==> src/rtl/debounce_pkg.sv <==
// debounce_pkg: shared types for the push-button debouncer
package debounce_pkg;
    typedef enum logic [1:0] {REL, WAIT_PRS, PRS, WAIT_REL} db_state_t;
endpackage

==> src/rtl/debounce_channel.sv <==
// debounce_channel: one debounced channel with press, release and long-press pulses
module debounce_channel
    import debounce_pkg::*;
#(
    parameter int DEBOUNCE_CYCLES = 120000,
    parameter int LONG_CYCLES     = 12000000
) (
    input  logic clk,
    input  logic rst,
    input  logic a,
    output logic q,
    output logic press,
    output logic release_p,
    output logic long_press
);
    localparam int DW = $clog2(DEBOUNCE_CYCLES + 1);
    localparam int HW = $clog2(LONG_CYCLES + 1);
    localparam logic [DW-1:0] D_LAST = DW'(DEBOUNCE_CYCLES - 1);
    localparam logic [HW-1:0] H_MAX  = HW'(LONG_CYCLES);
    localparam logic [HW-1:0] H_PRE  = HW'(LONG_CYCLES - 1);

    if (DEBOUNCE_CYCLES < 2) begin : g_chk_db
        $fatal(1, "DEBOUNCE_CYCLES must be >= 2");
    end
    if (LONG_CYCLES <= DEBOUNCE_CYCLES) begin : g_chk_long
        $fatal(1, "LONG_CYCLES must exceed DEBOUNCE_CYCLES");
    end

    db_state_t       state;
    logic [DW-1:0]   dcnt;
    logic [HW-1:0]   hcnt;

    always_ff @(posedge clk) begin
        if (rst) begin
            state      <= REL;
            dcnt       <= '0;
            hcnt       <= '0;
            q          <= 1'b0;
            press      <= 1'b0;
            release_p  <= 1'b0;
            long_press <= 1'b0;
        end else begin
            press      <= 1'b0;
            release_p  <= 1'b0;
            long_press <= 1'b0;
            case (state)
                REL: begin
                    if (a) begin
                        state <= WAIT_PRS;
                        dcnt  <= DW'(1);
                    end
                end
                WAIT_PRS: begin
                    if (!a) begin
                        state <= REL;
                        dcnt  <= '0;
                    end else if (dcnt == D_LAST) begin
                        state <= PRS;
                        dcnt  <= '0;
                        q     <= 1'b1;
                        press <= 1'b1;
                    end else begin
                        dcnt <= dcnt + DW'(1);
                    end
                end
                PRS: begin
                    if (!a) begin
                        state <= WAIT_REL;
                        dcnt  <= DW'(1);
                    end
                end
                WAIT_REL: begin
                    if (a) begin
                        state <= PRS;
                        dcnt  <= '0;
                    end else if (dcnt == D_LAST) begin
                        state     <= REL;
                        dcnt      <= '0;
                        q         <= 1'b0;
                        release_p <= 1'b1;
                    end else begin
                        dcnt <= dcnt + DW'(1);
                    end
                end
            endcase
            // hold time follows the registered level, so bounces during release keep counting
            if (!q) begin
                hcnt <= '0;
            end else if (hcnt != H_MAX) begin
                hcnt       <= hcnt + HW'(1);
                long_press <= (hcnt == H_PRE);
            end
        end
    end
endmodule

==> src/rtl/pb_debounce.sv <==
// pb_debounce: polarity mapping plus WIDTH independent debounce channels
module pb_debounce #(
    parameter int WIDTH           = 3,
    parameter bit ACTIVE_LOW      = 1'b1,
    parameter int DEBOUNCE_CYCLES = 120000,
    parameter int LONG_CYCLES     = 12000000
) (
    input  logic             clk,
    input  logic             rst,
    input  logic [WIDTH-1:0] d,
    output logic [WIDTH-1:0] q,
    output logic [WIDTH-1:0] press,
    output logic [WIDTH-1:0] release_p,
    output logic [WIDTH-1:0] long_press
);
    logic [WIDTH-1:0] a;

    assign a = ACTIVE_LOW ? ~d : d;

    for (genvar i = 0; i < WIDTH; i++) begin : g_ch
        debounce_channel #(
            .DEBOUNCE_CYCLES(DEBOUNCE_CYCLES),
            .LONG_CYCLES    (LONG_CYCLES)
        ) u_ch (
            .clk       (clk),
            .rst       (rst),
            .a         (a[i]),
            .q         (q[i]),
            .press     (press[i]),
            .release_p (release_p[i]),
            .long_press(long_press[i])
        );
    end
endmodule
==> config.mk <==
export PLATFORM = sky130hd
export DESIGN_NAME = pb_debounce
export DESIGN_NICKNAME = d
export VERILOG_FILES = /design/src/rtl/debounce_pkg.sv /design/src/rtl/debounce_channel.sv /design/src/rtl/pb_debounce.sv
export SDC_FILE = /design/constraint.sdc
export NUM_CORES = 1
export LEC_CHECK = 0
export ABC_AREA = 1
export CAP_MARGIN = 20
export CORE_ASPECT_RATIO = 1.2
export CORE_MARGIN = 3
export CORE_UTILIZATION = 57
export CTS_CLUSTER_DIAMETER = 120
export DETAILED_ROUTE_END_ITERATION = 7
export PLACE_DENSITY = 0.74
export SYNTH_ARGS = -nofsm -noshare
export SYNTH_HDL_FRONTEND = slang
export SYNTH_HIERARCHICAL = 1
export SYNTH_SLANG_ARGS = --single-unit
==> constraint.sdc <==
create_clock -name clk -period 4.4 [get_ports clk]
set_clock_uncertainty 0.15 [all_clocks]
set_input_delay 0.44 -clock clk [delete_from_list [all_inputs] [get_ports clk]]
set_output_delay 0.44 -clock clk [all_outputs]
set_load 0.1 [all_outputs]
; Yosys cells after proc, flatten, opt, wreduce, memory -nomap -nowiden
; Index checks and enable logic that the tools add are counted.
; W data, S select, Z words.
[totals]
out_inout_bits = 12
in_bits = 5
ff_bits = 141
elab_cells = 169
[op_classes]
mux = 57
eq_ne = 42
n_addsub = 6
reduce_logical = 27
bitwise = 16
[op_table]
columns = op, count
row1 = $mux W17, 15
row2 = $pmux W17 S4, 3
row3 = $add A24 B1 Y24 const B, 3
row4 = $eq A24 B24 Y1 const B, 3
row5 = $ne A24 B24 Y1 const B, 3
row6 = $add A17 B1 Y17 const B, 3
row7 = $eq A17 B17 Y1 const B, 3
row8 = $mux W2, 18
row9 = $reduce_or A3 Y1, 9
row10 = $ne A2 B2 Y1 const B, 12
row11 = $pmux W2 S4, 3
row12 = $ne A3 B2 Y1 const B, 6
row13 = $mux W1, 15
row14 = $not A1 Y1, 15
row15 = $reduce_and A5 Y1, 3
row16 = $eq A2 B2 Y1 const B, 6
row17 = $ne A2 B1 Y1 const B, 6
row18 = $reduce_and A4 Y1, 3
row19 = $eq A2 B1 Y1 const B, 3
row20 = $logic_not A2 Y1, 3
row21 = $pmux W1 S2, 3
row22 = $reduce_and A2 Y1, 3
row23 = $reduce_bool A2 Y1, 3
row24 = $reduce_or A2 Y1, 3
row25 = $not A3 Y3, 1

; Longest topological paths before layout
[logic_depth]
depth_word = 4
mapped_depth = 12
ltp_nobuf = 12

; Hierarchy
; Netlist, hierarchy kept.
[modules_own_cells]
columns = mod, area_each_um2, instances, cells_per_inst, seq_area_each_um2
row1 = debounce_channel at g_ch[1].u_ch, 2642.5, 1, 397, 940.9
row2 = debounce_channel at g_ch[0].u_ch, 2620.0, 1, 379, 940.9
row3 = debounce_channel at g_ch[2].u_ch, 2613.8, 1, 410, 940.9
row4 = pb_debounce, 11.3, 1, 3, 0.0

; Least setup slack after synthesis
; No wires, ideal clock.
[synth_path]
kind = flip-flop to flip-flop
from = register g_ch[2].u_ch.q
to = register g_ch[2].u_ch.hcnt[19]
synth_period_minus_slack_ps = 2029
t_arrival_ps = 1815
path_slack_ps = 2371
path_stages_with_launch = 6
setup_ps = 64
n_path_buf = 1
required_time_ps = 4186
cell_sequence = dfxtp_1 nand2_1 inv_1 clkbuf_8 o21ai_0 nor2_1
[synth_via]
elab_chain_len = 2
[synth_rtl]
columns = item, line
row1 = "start, declared", debounce_channel.sv:11  ; output logic q,
row2 = "start signal, assigned", debounce_channel.sv:38  ; q <= 1'b0;
row3 = "start signal, assigned", debounce_channel.sv:60  ; q <= 1'b1;
row4 = "start signal, assigned", debounce_channel.sv:79  ; q <= 1'b0;
row5 = $not A1 Y1 (no line), n/a
row6 = $reduce_or A2 Y1 (no line), n/a
row7 = "end signal, assigned", debounce_channel.sv:90  ; hcnt <= hcnt + HW'(1);
row8 = "end, declared", debounce_channel.sv:31  ; logic [HW-1:0] hcnt;
; Every way passes these cells.
; A chain may end at the register's enable or synchronous reset.

; Worst setup path in the final report
[layout_path]
from = register g_ch[2].u_ch.q
to = output q[2]
[layout_lines]
columns = item, line
row1 = "end, declared", pb_debounce.sv:11  ; output logic [WIDTH-1:0] q,
; No word-level cell between the ends.

==> results.md <==
- Number of antenna violations at the first check in global routing: 0
- Clock sinks: 141
- Root Driver: clkbuf_16
- Fin. Hold Viols: 0
- R2r endpoint: g_ch[2].u_ch/hcnt[20]$_SDFFE_PP0N_
- Post-synth cell types: between 40 and 50
- Final antenna diode count: 0
- Number of vias per cell after detailed routing: 5.25
- Number of enable-type register cells in the synthesized netlist: 0
- Total CTS buffers: 17
- Cells after Synth: 1189
- Maximum frequency from static timing analysis: 393 MHz
- Crit-path max cell delay: 1150 ps
- # Max-Cap Violations: 0
- Result of the run: complete, no violations
- Unrepaired setup endpoints after global routing: false
- Total placed cells including tap cells: around 1400
- Worst slack on hold paths: approximately 300 ps
- Number of storage elements in the synthesis netlist: approximately 140
- Overall global routing resource usage: roughly 22%
- Global-route congestion overflow total: 0
- Total number of yosys warnings: 6
- Post-synthesis sequential area ratio: 35.8%
- Hold Crit Start: g_ch[2].u_ch/hcnt[17]$_SDFFE_PP0N_
- Total of hold buffers inserted after clock tree synthesis: 0
- Final cycle utilization of the critical path: between 50 and 60%
- Leakage power: 3.26 nW
- Gp weighted congestion: roughly 0.92
- Post_cts resized: 0
- Required time at the worst-slack endpoint: 3810 ps
- Pins over their slew limit: 0
- Setup crit start kind: flop
- Clock period minus worst slack: around 2500 ps
- Wire length of the first global-routing pass: 28800 um
- Place WS: 1430 ps
- Cell area after synthesis: 7890 um2
- Post-CTS clock slew at the launch and capture registers of the worst setup and hold paths: 60 ps
- Clock tree from TritonCTS: done
- Number of global-route vias before repair: 6538
- Cell-by-cell listing of the critical path: clkdlybuf4s50_1
- Origin of the critical flop-to-flop path: g_ch[2].u_ch/hcnt[0]$_SDFFE_PP0N_
- Worst setup EP type: output port
- Kind of critical path: flop to output port
- Post-route total power: 2.88 mW
- Instance count along the most critical hold path: 1
- Top-level port count: 17
- Number of nets in the finished design: 1225
- Cell with the biggest individual delay on the critical path: clkdlybuf4s50_1
- CTS H-tree depth: 4
- TNS Setup: 0 ps
- Worst slew margin relative to its limit: 32.7%
- Dominant delay contributor by cell family on the critical path: buffers and inverters
- Maximum resistive drop on vdd: 0.224 mV
- Final setup violating endpoints: 0
- Starting Density: around three fifths
- Register-to-Register Path Depth: 9
- WL final: 16500 um
- Port Buffers: 16
- Highest net fanout along the worst path: 3
- Placed wire-length estimate: 12000 um
- Remaining number of nets flagged by the antenna check after routing: 0
- Net Count, Synth: around 1200
- Worst-case hold path end point: g_ch[2].u_ch/hcnt[17]$_SDFFE_PP0N_
- Area enclosed by the die boundary: 15300 um2
- Clock Tree Buf Depth: 2
- Number of non-filler instances in the completed layout: 1392
- Row count: 46
- Fraction of layout cells with a size suffix above 1: 9.89%
- Worst Tran Pin Value: 1010 ps
- Arrival time of the worst setup path: around 2000 ps
- Buffering stage count on the worst path with inverters included: 1
- Clk Latency, worst-skew pair: 420 ps
- Power density over cell area: 328 nW/um2
- Worst min-delay path category: flop to flop
- Post-CTS setup buffers: 0
- DRC violation count after routing: 0
- Total vias in the final route: roughly 7300
- Setup WS post-layout: roughly 1900 ps
- Detailed-routing iteration count for the pre-antenna-repair pass: 5
- Width of the die: about 110 um
- Routed wire length per instance: about 12 um
- Worst R2R Setup Slack: between 2000 and 3000 ps
- Vertical extent of the die: 135 um
- Area inside the core boundary: 13400 um2
- Mean area per synthesized cell: 6.63 um2
- Initial detailed-routing violation count: slightly below 500
- Fraction of registers with async set or reset after synthesis: 0%
- Most frequently used flop master after synthesis: dfxtp_1
- Area growth from synthesis to layout: 11.4%
- Pin count of the biggest net entering global routing: 25
## worst max path at each step
stage	from	end	slack, ps	cells after the start
after floorplan	g_ch[2].u_ch/q$_SDFFE_PP0P_	g_ch[2].u_ch/hcnt[19]$_SDFFE_PP0N_	2370	5
after global placement	rst	g_ch[2].u_ch/hcnt[7]$_SDFFE_PP0N_	1480	6
after detailed placement	rst	g_ch[2].u_ch/hcnt[8]$_SDFFE_PP0N_	1430	6
after CTS	g_ch[2].u_ch/q$_SDFFE_PP0P_	q[2]	1840	1
after global routing	rst	g_ch[2].u_ch/hcnt[16]$_SDFFE_PP0N_	1570	6
final	g_ch[2].u_ch/q$_SDFFE_PP0P_	q[2]	1850	1
## where the power goes
| group | internal, mW | switching, mW |
|---|---|---|
| logic | 0.0241 | 0.0620 |
| clock network | 0.973 | 0.525 |
| registers | 1.29 | 0.0102 |
| total | 2.28 | 0.598 |
## flip-flops by register name (all words and copies together) (netlist names), named ones only
name,count
g_ch.u_ch/hcnt,72
g_ch.u_ch/dcnt,51
g_ch.u_ch/release_p,3
g_ch.u_ch/q,3
g_ch.u_ch/state,3
g_ch.u_ch/long_press,3
g_ch.u_ch/press,3
## area by class of cell
type                            instances  area [um2]
Sequential cell                       141        2820
Multi-Input combinational cell        851        4270
Tap cell                              168         210
Inverter                              182         683
Clock inverter                         12         168
Timing Repair Buffer                   18         175
Fill cell                            1226        4560
Clock buffer                           20         457
## metal layers
| metal | vias up | GRT usage (%) | routed length [um] |
|---|---|---|---|
| li1 | 3895 | - | - |
| met1 | 3238 | 27.1 | 7520 |
| met2 | 150 | 38.7 | 8050 |
| met3 | 28 | 4.39 | 589 |
| met4 | 0 | 10.0 | 374 |
| met5 | - | 0 | 0 |
## cell usage in the layout (no fill, tap or decap), drive strengths merged
cell,count
xnor2,1
o21a,4
and3,1
bufinv,4
a21oi,88
clkinv,10
clkbuf,20
nor2,192
a31oi,5
nor3,27
nor3b,3
nor4,3
o21bai,4
clkdlybuf4s50,16
nand2,304
nand3,83
ha,9
a211oi,1
a21o,1
buf,2
dfxtp,141
nand4,47
o211ai,4
nand3b,5
or2,2
o21ai,62
xor2,5
inv,180
## stage by stage
step,instance area [um2],util [%]
after floorplan,7890,-
after global placement,8170,61.2
after detailed placement,8170,61.2
after CTS,8790,65.8
after global routing,8790,65.8
final,8790,65.8
## cells in the mapped netlist (3+ instances only)
library cell | n | share of area, %
ha_1 | 9 | 1.4
o21a_1 | 4 | 0.38
nand2_2 | 18 | 1.4
dfxtp_1 | 141 | 36
o211ai_1 | 4 | 0.38
inv_2 | 13 | 0.62
nor3_2 | 5 | 0.63
o21bai_1 | 4 | 0.38
a31oi_1 | 5 | 0.40
a21oi_1 | 88 | 5.6
nand3_4 | 3 | 0.67
nor2_8 | 3 | 0.76
nand4_1 | 46 | 3.6
clkbuf_1 | 3 | 0.14
nor2_4 | 14 | 2.0
nand3_1 | 76 | 4.8
buf_6 | 3 | 0.43
nand2_1 | 282 | 13
o21ai_0 | 53 | 3.4
nand3b_1 | 5 | 0.48
nor4_1 | 3 | 0.24
inv_1 | 167 | 7.9
nor2_2 | 15 | 1.2
nand2_4 | 4 | 0.57
nand3_2 | 4 | 0.51
buf_2 | 5 | 0.32
xor2_1 | 5 | 0.56
o21ai_1 | 8 | 0.51
nor2_1 | 160 | 7.6
nor3_1 | 18 | 1.1
nor3_4 | 4 | 0.82
## cell families (layout without fill, tap and decap cells)
logic type / count (synthesis) / in the layout / synth area share (%)
simple gates: 667 / 667 / 40.8
buf+inv: 197 / 232 / 10.0
compound gates: 169 / 169 / 11.3
flops: 141 / 141 / 35.8
fa+ha+maj: 9 / 9 / 1.43
xor+xnor: 6 / 6 / 0.666
No activity file was read; power rests on OpenSTA's default activity.
